--- config.mk ---
export PLATFORM = sky130hd
export DESIGN_NAME = dma_axi_master
export DESIGN_NICKNAME = d
export VERILOG_FILES = /design/src/rtl/dma_axi_master.sv
export SDC_FILE = /design/constraint.sdc
export NUM_CORES = 1
export LEC_CHECK = 0
export ABC_AREA = 1
export CORE_ASPECT_RATIO = 0.7
export CORE_UTILIZATION = 58
export DETAILED_ROUTE_END_ITERATION = 6
export GPL_ROUTABILITY_DRIVEN = 0
export PLACE_DENSITY_LB_ADDON = 0.12
export SYNTH_ARGS = -nofsm -noshare
export SYNTH_HDL_FRONTEND = slang
export SYNTH_SLANG_ARGS = --single-unit
--- constraint.sdc ---
create_clock -name ACLK -period 8.8 [get_ports ACLK]
set_input_delay 1.76 -clock ACLK [delete_from_list [all_inputs] [get_ports ACLK]]
set_output_delay 1.76 -clock ACLK [all_outputs]
set_load 0.01 [all_outputs]
--- src/rtl/dma_axi_master.sv ---
// dma_axi_master: AXI master DMA engine. It reads a block of 32-bit words in
// INCR bursts into a local beat buffer, then writes the buffer out as a burst
// to the destination. Bursts never cross a 4KB boundary, and only one burst is
// in flight at a time.
// Optional build macro DMA_ERR_ABORT_EN: when it is defined, any error response
// ends the transfer after the current burst's write response.
module dma_axi_master #(
  parameter int MAX_BURST = 16,
  parameter int LEN_W     = 16
) (
  input  logic             ACLK,
  input  logic             ARESETn,
  input  logic             start,
  input  logic [31:0]      src_addr,
  input  logic [31:0]      dst_addr,
  input  logic [LEN_W-1:0] len,
  output logic             busy,
  output logic             done,
  output logic             err,
  output logic             ARVALID_M,
  input  logic             ARREADY_M,
  output logic [31:0]      ARADDR_M,
  output logic [3:0]       ARLEN_M,
  input  logic             RVALID_M,
  output logic             RREADY_M,
  input  logic [31:0]      RDATA_M,
  input  logic [1:0]       RRESP_M,
  input  logic             RLAST_M,
  output logic             AWVALID_M,
  input  logic             AWREADY_M,
  output logic [31:0]      AWADDR_M,
  output logic [3:0]       AWLEN_M,
  output logic             WVALID_M,
  input  logic             WREADY_M,
  output logic [31:0]      WDATA_M,
  output logic             WLAST_M,
  input  logic             BVALID_M,
  output logic             BREADY_M,
  input  logic [1:0]       BRESP_M
);

  localparam int CW = $clog2(MAX_BURST + 1);
  localparam int IW = (MAX_BURST > 1) ? $clog2(MAX_BURST) : 1;

`ifdef DMA_ERR_ABORT_EN
  localparam bit ABORT_ON_ERR = 1'b1;
`else
  localparam bit ABORT_ON_ERR = 1'b0;
`endif

  typedef enum logic [2:0] {
    S_IDLE, S_AR, S_R, S_AW, S_W, S_B, S_DONE
  } state_t;

  state_t r_state, w_state_nxt;

  logic [31:0]      r_src, r_dst, w_src_nxt, w_dst_nxt;
  logic [LEN_W-1:0] r_rem, w_rem_nxt;
  logic [CW-1:0]    r_chunk, w_chunk_nxt, w_chunk_m1;
  logic [CW-1:0]    r_idx, w_idx_nxt;
  logic [31:0]      r_buf [MAX_BURST];
  logic [31:0]      w_step;

  logic        r_arvalid, r_rready, r_awvalid, r_wvalid, r_wlast, r_bready;
  logic        r_busy, r_done, r_err;
  logic [31:0] r_araddr, r_awaddr, r_wdata;
  logic [3:0]  r_arlen, r_awlen;

  logic w_arhs, w_rhs, w_awhs, w_whs, w_bhs, w_last_idx, w_berr, w_accept;

  // Burst size: remaining words, capped by the buffer depth and by the
  // distance of both addresses to their next 4KB boundary.
  function automatic logic [CW-1:0] f_chunk(input logic [31:0] s,
                                            input logic [31:0] d,
                                            input logic [LEN_W-1:0] rem);
    logic [31:0] c, ls, ld;
    c  = 32'(rem);
    ls = (32'd4096 - {20'd0, s[11:0]}) >> 2;
    ld = (32'd4096 - {20'd0, d[11:0]}) >> 2;
    if (c > 32'(MAX_BURST)) c = 32'(MAX_BURST);
    if (ls < c) c = ls;
    if (ld < c) c = ld;
    return c[CW-1:0];
  endfunction

  assign w_arhs     = r_arvalid & ARREADY_M;
  assign w_rhs      = r_rready & RVALID_M;
  assign w_awhs     = r_awvalid & AWREADY_M;
  assign w_whs      = r_wvalid & WREADY_M;
  assign w_bhs      = r_bready & BVALID_M;
  assign w_berr     = (BRESP_M != 2'b00);
  assign w_chunk_m1 = r_chunk - CW'(1);
  assign w_last_idx = (r_idx == w_chunk_m1);
  assign w_step     = 32'(r_chunk) << 2;
  assign w_accept   = (r_state == S_IDLE) && start;

  // Next values of the address/count registers, used both to update them and
  // to size the upcoming burst on entry to AR.
  always_comb begin
    w_src_nxt = r_src;
    w_dst_nxt = r_dst;
    w_rem_nxt = r_rem;
    if (w_accept && (len != '0)) begin
      w_src_nxt = src_addr;
      w_dst_nxt = dst_addr;
      w_rem_nxt = len;
    end else if ((r_state == S_B) && w_bhs) begin
      w_src_nxt = r_src + w_step;
      w_dst_nxt = r_dst + w_step;
      w_rem_nxt = r_rem - LEN_W'(r_chunk);
    end
    w_chunk_nxt = f_chunk(w_src_nxt, w_dst_nxt, w_rem_nxt);
  end

  // Next state and next beat index.
  always_comb begin
    w_state_nxt = r_state;
    w_idx_nxt   = r_idx;
    case (r_state)
      S_IDLE: begin
        w_idx_nxt = '0;
        if (start) w_state_nxt = (len == '0) ? S_DONE : S_AR;
      end
      S_AR: if (w_arhs) w_state_nxt = S_R;
      S_R: begin
        if (w_rhs) begin
          if (RLAST_M || w_last_idx) begin
            w_state_nxt = S_AW;
            w_idx_nxt   = '0;
          end else begin
            w_idx_nxt = r_idx + CW'(1);
          end
        end
      end
      S_AW: if (w_awhs) w_state_nxt = S_W;
      S_W: begin
        if (w_whs) begin
          if (w_last_idx) begin
            w_state_nxt = S_B;
            w_idx_nxt   = '0;
          end else begin
            w_idx_nxt = r_idx + CW'(1);
          end
        end
      end
      S_B: begin
        if (w_bhs) begin
          w_state_nxt = (w_rem_nxt != '0) ? S_AR : S_DONE;
          if (ABORT_ON_ERR && (r_err || w_berr)) w_state_nxt = S_DONE;
        end
      end
      S_DONE:  w_state_nxt = S_IDLE;
      default: w_state_nxt = S_IDLE;
    endcase
  end

  // State register.
  always_ff @(posedge ACLK) begin
    if (!ARESETn) r_state <= S_IDLE;
    else          r_state <= w_state_nxt;
  end

  // Control outputs, error flag and counters, registered from the next state.
  always_ff @(posedge ACLK) begin
    if (!ARESETn) begin
      r_arvalid <= 1'b0;
      r_rready  <= 1'b0;
      r_awvalid <= 1'b0;
      r_wvalid  <= 1'b0;
      r_wlast   <= 1'b0;
      r_bready  <= 1'b0;
      r_busy    <= 1'b0;
      r_done    <= 1'b0;
      r_err     <= 1'b0;
      r_idx     <= '0;
      r_rem     <= '0;
      r_chunk   <= '0;
    end else begin
      r_arvalid <= (w_state_nxt == S_AR);
      r_rready  <= (w_state_nxt == S_R);
      r_awvalid <= (w_state_nxt == S_AW);
      r_wvalid  <= (w_state_nxt == S_W);
      r_wlast   <= (w_state_nxt == S_W) && (w_idx_nxt == w_chunk_m1);
      r_bready  <= (w_state_nxt == S_B);
      r_busy    <= (w_state_nxt inside {S_AR, S_R, S_AW, S_W, S_B}) ||
                   ((w_state_nxt == S_DONE) && (r_state != S_IDLE));
      r_done    <= (w_state_nxt == S_DONE);
      if (w_accept)
        r_err <= 1'b0;
      else if (((r_state == S_R) && w_rhs && (RRESP_M != 2'b00)) ||
               ((r_state == S_B) && w_bhs && w_berr))
        r_err <= 1'b1;
      r_idx <= w_idx_nxt;
      r_rem <= w_rem_nxt;
      if ((w_state_nxt == S_AR) && (r_state != S_AR)) r_chunk <= w_chunk_nxt;
    end
  end

  // Addresses, burst lengths and the beat buffer (datapath, not reset).
  always_ff @(posedge ACLK) begin
    r_src <= w_src_nxt;
    r_dst <= w_dst_nxt;
    if ((w_state_nxt == S_AR) && (r_state != S_AR)) begin
      r_araddr <= w_src_nxt;
      r_arlen  <= 4'(w_chunk_nxt - CW'(1));
    end
    if ((w_state_nxt == S_AW) && (r_state != S_AW)) begin
      r_awaddr <= r_dst;
      r_awlen  <= 4'(w_chunk_m1);
    end
    if ((r_state == S_R) && w_rhs) r_buf[r_idx[IW-1:0]] <= RDATA_M;
    r_wdata <= r_buf[w_idx_nxt[IW-1:0]];
  end

  assign busy      = r_busy;
  assign done      = r_done;
  assign err       = r_err;
  assign ARVALID_M = r_arvalid;
  assign ARADDR_M  = r_araddr;
  assign ARLEN_M   = r_arlen;
  assign RREADY_M  = r_rready;
  assign AWVALID_M = r_awvalid;
  assign AWADDR_M  = r_awaddr;
  assign AWLEN_M   = r_awlen;
  assign WVALID_M  = r_wvalid;
  assign WDATA_M   = r_wdata;
  assign WLAST_M   = r_wlast;
  assign BREADY_M  = r_bready;

endmodule

[Word-level counts from Yosys, hierarchy flattened]
Memories as Yosys holds them, arrays and structs flattened. A register that Yosys moved wholly into a read port is not among the register bits.
Cells that the tools add are included.
Operators by class
  reductions and logical operators: 23
  equality and inequality tests: 15
  add/subtract/negate cells: 8
  $lt $le $gt $ge: 3
  bitwise gates (word level): 6
  multiplexer cells: 27
Operator list (number)
  two-way mux 32 bit: 4
  adder 32 x 7 -> 32 bit: 2
  less-than comparator 30 x 32 -> 1 bit: 2
  two-way mux 16 bit: 3
  nonzero test 16 bit: 2
  two-way mux 3 bit: 10
  two-way mux 30 bit: 1
  subtractor 13 x 12 -> 14 bit (first input constant): 2
  two-way mux 5 bit: 5
  one-hot mux 3 bit (6 select lines): 1
  > comparator 16 x 5 -> 1 bit (second input constant): 1
  zero test 16 bit: 1
  subtractor 16 x 5 -> 16 bit: 1
  equality test 3 bit (second input constant): 5
  one-hot mux 5 bit (3 select lines): 1
  equality test 3 x 2 -> 1 bit (second input constant): 4
  equality test 5 bit: 2
  logical AND 1 bit: 10
  equality test 3 x 1 -> 1 bit (second input constant): 2
  nonzero test 2 bit: 3
  adder 5 x 1 -> 5 bit (second input constant): 1
  bitwise AND 1 bit: 5
  nonzero test 5 bit: 1
  subtractor 5 x 1 -> 5 bit (second input constant): 1
  9 further kinds: 12
Storage, ports and cells
  logic and storage cells: 103
  output and inout bits: 113
  input bits: 125
  bits in writable memories: 512
  register bits after elaboration: 174
  memories: 1
Memory list
  r_buf: words 16, bits a word 32, read ports 1, clocked after memory_dff 1, wr ports 1, line 61  | logic [31:0] r_buf [MAX_BURST];

[Longest topological paths before layout]
  depth after elaboration: 11
  depth in mapped cells: 50
  gate-level depth less buffers: 49

[Worst setup path after synthesis]
OpenSTA, ideal clock, no wires.
  kind: in2reg
  from: input port len[15]
  to: register r_arlen[2] (netlist: ARLEN_M[2]), data pin
  arrival: 7.089 ns
  stages: 40
  slack: 1.454 ns
  path buffers: 0
  cells stage by stage: nor2_1 -> nand2_1 -> nor2_1 -> nand2_1 -> nand2_2 -> nand2_1 -> o221ai_1 -> inv_2 -> nor2_1 -> inv_1 -> nor2_1 -> inv_1 -> nor2_1 -> inv_2 -> nor2_1 -> inv_1 -> nor2_1 -> inv_1 -> [4 not listed] -> or2_1 -> xnor2_1 -> inv_1 -> ha_1 -> a21o_1 -> a21oi_1 -> nand2_4 -> inv_1 -> nand2_1 -> ha_1 -> nand2_1 -> inv_1 -> a221oi_1 -> nand2_4 -> nand2_1 -> nand2_2 -> ha_1 -> xnor2_1
RTL lines
  start: declaration: line 16  | input logic [LEN_W-1:0] len,
  nonzero test 16 bit (*): line 103  | if (w_accept && (len != '0)) begin
  logical AND 1 bit (*): line 103
  two-way mux 32 bit (*): line 103
  net w_src_nxt[3]: line 57  | logic [31:0] r_src, r_dst, w_src_nxt, w_dst_nxt;
  subtractor 13 x 12 -> 14 bit (*): line 78  | ls = (32'd4096 - {20'd0, s[11:0]}) >> 2;
  less-than comparator 30 x 32 -> 1 bit: line 81  | if (ls < c) c = ls;
  two-way mux 30 bit (*): line 81
  less-than comparator 30 x 32 -> 1 bit: line 82  | if (ld < c) c = ld;
  two-way mux 5 bit (*): line 82
  subtractor 4 x 1 -> 4 bit (*): line 205  | r_arlen <= 4'(w_chunk_nxt - CW'(1));
  end signal: assignment: line 205
  end: declaration: line 67  | logic [3:0] r_arlen, r_awlen;
Mark *: on every way through the listed nets, which the timed path passes. The rest lies on a longest branch.
A chain may end at the register's enable or synchronous reset.

[Worst setup path after layout]
  from: input port len[9]
  to: register r_arlen[2] (netlist: ARLEN_M[2]), data pin
Same word-level chain as after synthesis.

==> metrics.txt <==
Port Buffers=237; die height=194.2 um; Initial Util=0.5871; antenna violations before repair=5; #FFs+latches synth=718; ys async rst share=0; Tmin final=7.761 ns; crit path max-delay cell type=nand2_2; Worst Setup SP=len[9]; post-CTS resize count=0; Top cell by count, worst path=nor2_1; f_max=128.8 MHz; Setup TNS=0 ns; CORE AREA=52110 sq um; Avg WL per Cell=19.67 um; Hold Startpoint=r_dst[0]; status=complete, no violations; hold buffers post-CTS=0; commonest cells after routing, fill and taps aside=edfxtp_1, nand2_1, o21ai_0; cell row count=70; first-pass GRT wire length=111.1 mm; layout cells sized above 1=0.06144; total design power=8.130 mW; Worst Hold Class=reg -> reg; final WL=72.40 mm; Root Buffer=clkbuf_16; crit path DAT=8.12 ns; startpoint types=input port; Mapped Area=30600 sq um; post-route ant nets=0; vias per cell=5.655; worst vdd ir=0.0001243 V; Area Growth Syn to Fin=17.45%; max cap viols=0; DRT iter0 DRCs=2052; setup bufs post-CTS=0; crit path max fanout=31; crit-path max cell delay=0.48 ns; Primary FF master, synth=edfxtp_1; Hold Vio Cnt, Final=0; Yosys top cell by area=edfxtp_1; Setup-failing EPs final=0; Seq/Total Area, Yosys=0.6674; pin count of the biggest net entering global routing=254; Num CTS Buffers=68; Final period util=0.8820; grt ovf=0; synthesis warning total=0; Least-Margin Pin Slew=1.193 ns; I/O Pins=238; HPWL Detailed=43.16 mm; CTS H-tree depth=3; most common cell after layout, fill and taps aside=edfxtp_1; worst r2r src=r_state[1]; P_leak=13.85 nW; syn_area_per_cell=11.27 sq um; vias post-DR=20820; RSZ-0062 raised after global routing=false; CTS tree=built; Clock Latency Late Sink=0.61 ns; drt drc=0; pwr dens=226.2 nW/um^2; GRT Util Overall=0.2693; vias in the first global route=19620; Pins Over Slew Limit=0; Post-Route Skew=0.01621 ns; Critical Path End Type=flip-flop; Distinct cells, synth=55; Clock transition at path regs=0.06 ns; critical path class=in -> reg; Worst EP required=9.15 ns; worst-case clock buffer depth=3; clock sink total=718; nets=3108; top cells by area, synth=edfxtp_1, dfxtp_1, o21ai_0; fillers=3695; die footprint=53690 sq um; CP top delay family=simple AND/OR/NAND/NOR gates; Mapped Cells=2715; Crit path buffers/inverters=13; Max transition margin=0.2047; DR pass1 iterations=6; Synth top area share=0.5928; number of enable flip-flop cells after synthesis=604; Die X=276.5 um
[worst paths after layout]
kind              cells past startpoint           to  slack, ns
setup / recovery                     44   ARLEN_M[2]       1.04
hold / removal                        0  AWADDR_M[0]       0.44
setup reg to reg                     42   ARLEN_M[2]       2.37
hold reg to reg                       0  AWADDR_M[0]       0.44
[per-stage QoR]
| step | cell area (sq um) | hold WS (ns) | utilization | cells | setup WS (ns) |
|---|---|---|---|---|---|
| global placement | 33760 | 0.4202 | 0.6478 | 3553 | 0.7932 |
| CTS | 35930 | 0.4429 | 0.6895 | 3679 | 1.105 |
| detailed placement | 33760 | 0.4281 | 0.6478 | 3553 | 0.4900 |
| global route | 35930 | 0.4557 | 0.6896 | 3681 | 0.3908 |
| floorplan | 30620 | 0.4080 | - | 2720 | 1.454 |
| finish | 35930 | 0.4430 | 0.6896 | 3681 | 1.039 |
[final cells by class]
cell class | instances | area [sq um] | area share
clock inverter | 27 | 201.4 | 0.005606
antenna | 2 | 5.005 | 0.0001393
timing repair buffer | 269 | 2625 | 0.07305
clock buffer | 99 | 1972 | 0.05487
inverter | 358 | 1349 | 0.03753
tap | 684 | 855.8 | 0.02382
sequential | 718 | 20420 | 0.5682
multi-input combinational | 1524 | 8507 | 0.2367
[registers in the layout, summed over array words and instances, names as in the netlist, 3 cells and up]
signal and cells:
r_src 32, WDATA_M 32, r_buf 512, r_state 3, AWLEN_M 4, AWADDR_M 32, r_idx 5, r_dst 32
r_rem 16, r_chunk 5, ARLEN_M 4, ARADDR_M 32
[power by group]
part | internal, mW | total (mW) | switching [mW]
clock | 1.62 | 2.86 | 1.24
sequential | 3.86 | 3.96 | 0.102
combinational | 0.508 | 1.31 | 0.803
[cells by family (layout without fill, tap and decap cells)]
| logic type | Yosys count | count (layout) | synth area share |
|---|---|---|---|
| DFF | 718 | 718 | 0.6674 |
| muxes | 66 | 66 | 0.02159 |
| and+or+nand+nor | 732 | 732 | 0.1019 |
| AOI/OAI and AO/OA | 643 | 643 | 0.1204 |
| xor gates and xnor gates | 33 | 33 | 0.009446 |
| adders and majority gates | 44 | 44 | 0.01873 |
| buffers and inverters | 478 | 753 | 0.06044 |
| other | 1 | 8 | 0.0001226 |
[per-layer routing]
metal | global-route usage | wire length [um]
met1 | 0.3872 | 31850
met2 | 0.4219 | 33480
met3 | 0.04675 | 5336
met4 | 0.08256 | 1716
met5 | 0 | 22
[cells in the mapped netlist, types with 3 or more instances]
library cell	count
or2_2	6
nor3_1	6
fa_1	3
nor3b_1	4
ha_1	41
a31oi_1	5
and2_1	3
inv_2	9
mux2i_1	66
or2_0	3
nor2_1	156
buf_2	23
nand3_1	82
nor4_1	4
o21ai_1	8
o21ai_0	354
nand2_4	3
xor2_1	20
a21oi_1	134
or2_1	7
inv_1	349
edfxtp_1	604
xnor2_1	13
nand4_1	16
a32o_1	4
buf_1	9
o221ai_1	73
o31ai_1	9
nand2_2	6
nand3b_1	3
nand2_1	419
clkbuf_1	84
o211ai_1	41
buf_6	3
dfxtp_1	114
Note: power is estimated with default switching activity, not from simulation.
